$ cat config.mk
export PLATFORM = sky130hd
export DESIGN_NAME = branch_operand_hazard_unit
export DESIGN_NICKNAME = d
export VERILOG_FILES = /design/src/rtl/branch_operand_hazard_unit.sv
export SDC_FILE = /design/constraint.sdc
export NUM_CORES = 1
export LEC_CHECK = 0
export BUFFER_PORTS_ARGS = -buffer_cell sky130_fd_sc_hd__buf_2
export CAP_MARGIN = 10
export CORE_AREA = 2 2 63 65
export DETAILED_ROUTE_END_ITERATION = 8
export DIE_AREA = 0 0 65 67
export GPL_TIMING_DRIVEN = 0
export PLACE_DENSITY_LB_ADDON = 0.25
export SETUP_SLACK_MARGIN = 0.02
export SYNTH_ARGS = -nofsm -noshare
export SYNTH_HDL_FRONTEND = slang
export SYNTH_SLANG_ARGS = --single-unit
$ cat constraint.sdc
create_clock -name clk -period 2.92 [get_ports clk]
set_clock_uncertainty 0.2 [all_clocks]
set_input_delay 0.146 -clock clk [delete_from_list [all_inputs] [get_ports clk]]
set_output_delay 0.146 -clock clk [all_outputs]
set_load 0.02 [all_outputs]
$ cat src/rtl/branch_operand_hazard_unit.sv
// branch_operand_hazard_unit
//   Producer-side hazard control for the ID-stage equality comparator used for
//   early branch resolution. A two-slot shadow pipeline (EX, MEM) tracks
//   in-flight register writers. For each comparator operand the unit chooses
//   one of three sources: the register file, the MEM-stage ALU result
//   (fwd_a / fwd_b), or a stall of ID. It also flags ordinary load-use hazards
//   for non-branch instructions.
//
// Ports
//   clk, reset                  clock, synchronous active-high reset
//   id_valid                    ID holds a real instruction
//   id_is_branch                ID instruction is beq/bne
//   id_uses_rs / id_uses_rt     ID instruction reads rs / rt
//   id_rs / id_rt               source register specifiers
//   id_writes_reg, id_dest      ID instruction writes id_dest
//   id_is_load                  ID instruction is lw
//   stall                       hold PC and IF/ID, bubble into EX
//   fwd_a / fwd_b               comparator operand takes MEM ALU result
//   stall_count                 saturating count of stall cycles since reset
module branch_operand_hazard_unit #(
  parameter int REGW = 5,
  parameter int CNTW = 16
) (
  input  logic            clk,
  input  logic            reset,
  input  logic            id_valid,
  input  logic            id_is_branch,
  input  logic            id_uses_rs,
  input  logic            id_uses_rt,
  input  logic [REGW-1:0] id_rs,
  input  logic [REGW-1:0] id_rt,
  input  logic            id_writes_reg,
  input  logic [REGW-1:0] id_dest,
  input  logic            id_is_load,
  output logic            stall,
  output logic            fwd_a,
  output logic            fwd_b,
  output logic [CNTW-1:0] stall_count
);

  // Shadow slots; WB is not tracked because the register file is write-first.
  logic            ex_v, ex_ld, mem_v, mem_ld;
  logic [REGW-1:0] ex_dest, mem_dest;

  logic ex_a, ex_b, mem_a, mem_b;
  logic ex_any, mem_ld_any;

  always_comb begin
    // $0 never hazards and an unused operand never matches.
    ex_a  = ex_v  && (ex_dest  == id_rs) && (id_rs != '0) && id_uses_rs;
    ex_b  = ex_v  && (ex_dest  == id_rt) && (id_rt != '0) && id_uses_rt;
    mem_a = mem_v && (mem_dest == id_rs) && (id_rs != '0) && id_uses_rs;
    mem_b = mem_v && (mem_dest == id_rt) && (id_rt != '0) && id_uses_rt;

    ex_any     = ex_a | ex_b;
    mem_ld_any = mem_ld & (mem_a | mem_b);

    // A branch stalls on any EX match: an ALU writer needs one cycle to reach
    // MEM, a load needs one more (EX match, then MEM-load match). Non-branch
    // instructions forward from the later stages and only stall on load-use.
    stall = id_valid & (( id_is_branch & (ex_any | mem_ld_any)) |
                        (~id_is_branch & ex_ld & ex_any));

    // An EX match always stalls, so suppressing forwarding under stall also
    // gives the younger writer priority over MEM.
    fwd_a = id_valid & id_is_branch & ~stall & mem_a & ~mem_ld;
    fwd_b = id_valid & id_is_branch & ~stall & mem_b & ~mem_ld;
  end

  always_ff @(posedge clk) begin
    if (reset) begin
      ex_v        <= 1'b0;
      ex_dest     <= '0;
      ex_ld       <= 1'b0;
      mem_v       <= 1'b0;
      mem_dest    <= '0;
      mem_ld      <= 1'b0;
      stall_count <= '0;
    end else begin
      mem_v    <= ex_v;
      mem_dest <= ex_dest;
      mem_ld   <= ex_ld;
      if (stall) begin
        ex_v    <= 1'b0;
        ex_dest <= '0;
        ex_ld   <= 1'b0;
      end else begin
        ex_v    <= id_valid & id_writes_reg & (id_dest != '0);
        ex_dest <= id_dest;
        ex_ld   <= id_is_load;
      end
      if (stall && (stall_count != {CNTW{1'b1}}))
        stall_count <= stall_count + 1'b1;
    end
  end

endmodule

==> impl_metrics.toml, run 1 <==
[placement]
gp_routability_congestion = 0.7587
dpl.hpwl_mm = 2.654
io_buffer_count = 40

[power_and_ir_drop]
power_frac_seq_pct = 41.3
p_int_w = 0.0008266
p_sw_share_pct = 19.86
net-switching-power_w = 0.0002049
p_leak_nw = 0.8294
power_density_mw_per_mm2 = 492.8
p_clk_share_pct = 50.3
total_power_w = 0.001032
ir_drop_mv = 0.2506
combPwrFrac_pct = 8.3

[global_route]
track_usage_pct = 17.73
gr-total-overflow = 0
antenna_found_initial = 0
grt_first_pass_wirelength_mm = 5.809
grt_max_degree = 11
grt_pass1_vias = 1288

[yosys]
synthDistinctLibCells = 40
yosys.area.top_type = "dfxtp_1"
synth-seq-cells = 30
synth_edf_count = 0
synth_top_area_share_pct = 37.30
synth_fp_nets = 198
yosysWarnings = 0
syn-instance-count = 174
synth_area_per_cell_um2 = 9.255
seq_area_frac_synth_pct = 37.30
async_flop_share_pct = 0
netlist_area_mm2 = 0.001610
synth.area.top_cells = "dfxtp_1, xnor2_1, a21oi_1"
synth_ff_type = "dfxtp_1"

[routing]
antenna_left = 0
drcViolationCount = 0
firstDrtPassIters = 4
drt_iter0_drc = 57
routed_wl_mm = 3.463
vias = 1417
wl_per_cell_um = 12.46
via_per_inst = 5.097

[sta]
drv_slew = 0
rsz0062_at_grt = "no"
finalHoldViolCount = 0
fin_setup_tns_ns = 0
slew_headroom_pct = 67.66
max_slew.worst_pin.slew_ns = 0.4851
post-route-period-util_pct = 83.42
timing.final.crit_period_ns = 2.436
clock.fmax_mhz = 410.5
setup_viol_count_final = 0

[final_layout]
multiInputGateArea_um2 = 974.7
register_area_um2 = 600.6
mostFrequentLayoutCell = "buf_2"
num_antenna_cells = 0
final_cell_mix = "buf_2, dfxtp_1, xnor2_1"
fin_util_pct = 58.05
fill_cells = 336
nets = 253
drive_above_1_share_pct = 26.96
area_growth_pct = 29.99

[setup_path]
critPathKind = "in2reg"
critical-path-max-stage-delay_ns = 0.54
r2r_cells = 10
cp.arrival_ns = 2.45
worstPathMaxFanout = 7
worstSetupStartpointType = "input port"
cp_cell_sequence = "buf_2, or4_4, o21ai_4, nor4_4, o21ai_1, nand2_1, nor2_4, o2111a_1, dlygate4sd3_1"
cpMaxStageDelayCell = "or4_4"
crit_path_end_kind = "flop"
required_ns = 2.94

[clock_network]
htree_num_levels = 2
cts_root_buf = "clkbuf_8"
clk_latency_ns = 0.28
clock-sinks = 30
clockBufferDepth = 2
post-cts-setup-buffers = 0
cts_tree = "yes"
cts-buffers-inserted = 5
clk_pin_slew_ns = 0.06

[floorplanning]
rows = 22
core_area_mm2 = 0.003606
initial_utilization_pct = 44.66
ioPinCount = 42
fp.dieH_um = 67
fp.dieW_um = 65
die_area_mm2 = 0.004355

[run_status]
status = "complete, no violations"

[min_path]
hold_depth = 3
worstHoldPathType = "in2reg"

[flow_run]
cap_violations = 0
[flip-flops by register name (all words and copies together) (netlist names)]
signal / flops
mem_dest: 5
ex_ld: 1
ex_v: 1
mem_v: 1
stall_count: 16
ex_dest: 5
mem_ld: 1
[cell families after synthesis]
| family | after synthesis | synth area share (%) |
|---|---|---|
| xor+xnor | 25 | 13.60 |
| mux | 1 | 0.6993 |
| flops | 30 | 37.30 |
| compound gates | 32 | 13.99 |
| fa+ha+maj | 1 | 0.7769 |
| buf+inv | 7 | 2.175 |
| simple gates | 78 | 31.47 |
[stage by stage]
stage          hold WS, ns  instance area [um^2]  setup WS (ns)  std cells
2_1_floorplan      0.06771                  1610         0.5630        174
3_3_place_gp        0.1533                  1871         0.5153        262
3_5_place_dp        0.1478                  1871         0.5198        262
4_1_cts             0.1893                  2093         0.4920        278
5_1_grt             0.2303                  2093         0.2832        278
6_report            0.1856                  2093         0.4842        278
[critical path: cells and delay by family]
kind	cells	cell delay [ns]
buffers and inverters	2	0.66
AND/OR/NAND/NOR	4	0.98
AO/OA/AOI/OAI	3	0.67
[layer usage]
metal / track usage, % / wire length, um
met2: 27.45 / 1528
met1: 24.02 / 1676
met3: 3.547 / 223
met5: 0 / 0
met4: 7.181 / 34
[worst paths after layout]
path	startpoint	endpoint	slack, ns
setup reg to reg	stall_count[0]	stall_count[3]	0.49
setup / recovery	id_rs[0]	ex_v	0.48
hold reg to reg	ex_ld	mem_ld	0.27
hold / removal	reset	stall_count[4]	0.19
[power by group through the flow]
stage / Combinational (W) / Sequential [W] / Clock (W)
final: 0.0000860 / 0.000426 / 0.000519
after global routing: 0.0000944 / 0.000427 / 0.000549
after detailed placement: 0.0000788 / 0.000436 / 0
after global placement: 0.0000773 / 0.000435 / 0
after floorplan: 0.0000488 / 0.000433 / 0
after CTS: 0.0000866 / 0.000426 / 0.000531
[cells in the mapped netlist, types with 2 or more instances]
cell type and number:
a21oi_1 12, and2_1 9, and3_1 7, clkbuf_1 4, dfxtp_1 30, nand2_1 12
nand3_1 4, nand4_1 7, nand4b_1 6, nor2_1 7, nor2b_1 9, nor4_1 2
nor4_4 2, o21ai_1 9, o21ai_4 2, o221ai_2 2, or4_1 3, or4_4 2
xnor2_1 21, xor2_1 4
[timing repair]
| action | 4_1_cts | 5_1_grt |
|---|---|---|
| endpoints found under the hold margin | 7 | 0 |
| gates resized for setup | 0 | 0 |
| hold buffers | 8 | 0 |
| setup endpoints to repair | 0 | 0 |
[layout make-up]
| type | instances | area share (%) |
|---|---|---|
| flip-flops and latches | 30 | 28.69 |
| multi-input cells | 137 | 46.56 |
| clock inverters | 2 | 2.869 |
| well taps | 48 | 2.869 |
| repair buffers | 48 | 13.39 |
| clock buffers | 6 | 3.945 |
| inverters | 1 | 0.1793 |
| plain buffers | 6 | 1.494 |
Power figures use the tool's default switching activity.
==> run 2, diff against run 1 <==
clock period = 2.15 ns   (was 2.92 ns; I/O delays follow)
==> run 2 against run 1 <==
- the run now ends with negative setup slack left
- critical endpoint is now stall_count[5]
- critical path depth is 1 lower
- sequential power up 36%
- core utilization up 4.2 points
- largest cell class unchanged
- sequential share of layout area is 1.0 points lower
==> impl_metrics.toml, run 2 (same netlist as run 1, synthesis figures left out) <==
[run_status]
status = "finished with violations"
violations = "negative setup slack"

[placement]
io_buffer_count = 40
dp_worst_setup_slack_ns = -0.1455
dpl.hpwl_mm = 2.705
gp_routability_congestion = 0.9046

[final_layout]
drive_above_1_share_pct = 40.08
num_antenna_cells = 0
nets = 260
top_register = "stall_count"
final_cell_mix = "buf_2, dfxtp_1, xnor2_1"
mostFrequentLayoutCell = "buf_2"
largestRegisters = "stall_count x16, ex_dest x5, mem_dest x5"
largest_reg_flops = 16
area_growth_pct = 39.32

[floorplanning]
core_area_mm2 = 0.003606
fp.dieW_um = 65
fp.dieH_um = 67
ioPinCount = 42
die_area_mm2 = 0.004355
initial_utilization_pct = 44.66
rows = 22

[global_route]
grt_max_degree = 11
grt_first_pass_wirelength_mm = 6.203
track_usage_pct = 19.17
grt_pass1_vias = 1338
antenna_found_initial = 0
gr-total-overflow = 0

[clock_network]
clk_pin_slew_ns = 0.06
cts_tree = "yes"
htree_num_levels = 2
clock-sinks = 30
clk_latency_ns = 0.28
clockBufferDepth = 2
cts_root_buf = "clkbuf_8"
cts-buffers-inserted = 5

[sta]
clock.fmax_mhz = 444.9
setup_viol_count_final = 3
rsz0062_at_grt = "yes"
fin_ws_ns = -0.09781
max_slew.worst_pin.slew_ns = 0.4987
post-route-period-util_pct = 104.5
hold_slack_ns = 0.1681
timing.final.crit_period_ns = 2.248
finalHoldViolCount = 0
slew_headroom_pct = 66.75
drv_slew = 0

[power_and_ir_drop]
power_density_mw_per_mm2 = 555.0
ir_drop_mv = 0.3068
p_leak_nw = 0.8777

[setup_path]
worstPathMaxFanout = 3
required_ns = 2.16
crit_path_end_kind = "flop"
critPathKind = "reg2reg"
worstSetupStartpointType = "flop"
cp.arrival_ns = 2.26

[routing]
via_per_inst = 5.323
drcViolationCount = 0
wl_per_cell_um = 14.19
firstDrtPassIters = 7
routed_wl_mm = 4.044
drt_iter0_drc = 88
antenna_left = 0
vias = 1517

[min_path]
worstHoldPathType = "in2reg"

[flow_run]
cap_violations = 0
==> run 2: final timing paths <==
path,from,to,slack [ns],cells past startpoint
worst min register to register,ex_ld,mem_ld,0.28,1
worst max register to register,stall_count[1],stall_count[5],-0.1,8
worst max-delay path,stall_count[1],stall_count[5],-0.1,8
worst min-delay path,reset,stall_count[10],0.17,4
==> run 2: stage by stage <==
stage | cells | utilization [%] | power (W) | area, um^2 | setup TNS [ns]
3_3_place_gp | 262 | 52.91 | 0.0006938 | 1908 | -0.3618
3_5_place_dp | 262 | 52.91 | 0.0006962 | 1908 | -0.4296
2_1_floorplan | 174 | - | 0.0006518 | 1648 | -0.1144
6_report | 285 | 62.21 | 0.001245 | 2243 | -0.1755
4_1_cts | 280 | 59.20 | 0.001242 | 2135 | -0.05399
5_1_grt | 285 | 62.21 | 0.001293 | 2243 | -0.8919
==> run 2: worst max-delay path: stages (launching register included) <==
cell and delay (ns):
dfxtp_4 0.35, ha_4 0.15, and2_4 0.15, and3_4 0.17, nand4_1 0.17, o221ai_2 0.18, and2_4 0.21, or4_1 0.46
a21oi_1 0.13
==> run 2: final cells by class <==
type | instances | area, um^2
fill | 316 | 1363
multi-input combinational | 137 | 1067
sequential | 30 | 620.6
timing repair buffer | 56 | 355.3
clock buffer | 8 | 110.1
tap | 48 | 60.06
buffer | 5 | 26.28
inverter | 1 | 3.754
==> run 2: where the power goes <==
group / switching, W / internal (W) / total (W)
sequential: 0.0000132 / 0.000565 / 0.000578
clock: 0.000212 / 0.000323 / 0.000535
combinational: 0.0000621 / 0.0000697 / 0.000132
total: 0.000288 / 0.000957 / 0.00124
==> run 2: layer usage <==
metal  vias to the layer above  GRT usage [%]  wire (um)  share of wire [%]
met1                       698          24.85       1880                 46
met4                         0          7.181         72                1.8
li1                        761              -          -                  -
met5                         -              0          0                  0
met2                        46          30.28       1900                 47
met3                        12          5.236        191                4.7
==> run 2: timing repair <==
item                                    in CTS  in global routing
hold buffers                                 8                  0
resized for setup                            6                 20
pin swaps                                    3                 11
endpoints found under the setup margin      12                 15
buffers inserted                             3                  5
endpoints found under the hold margin        7                  0
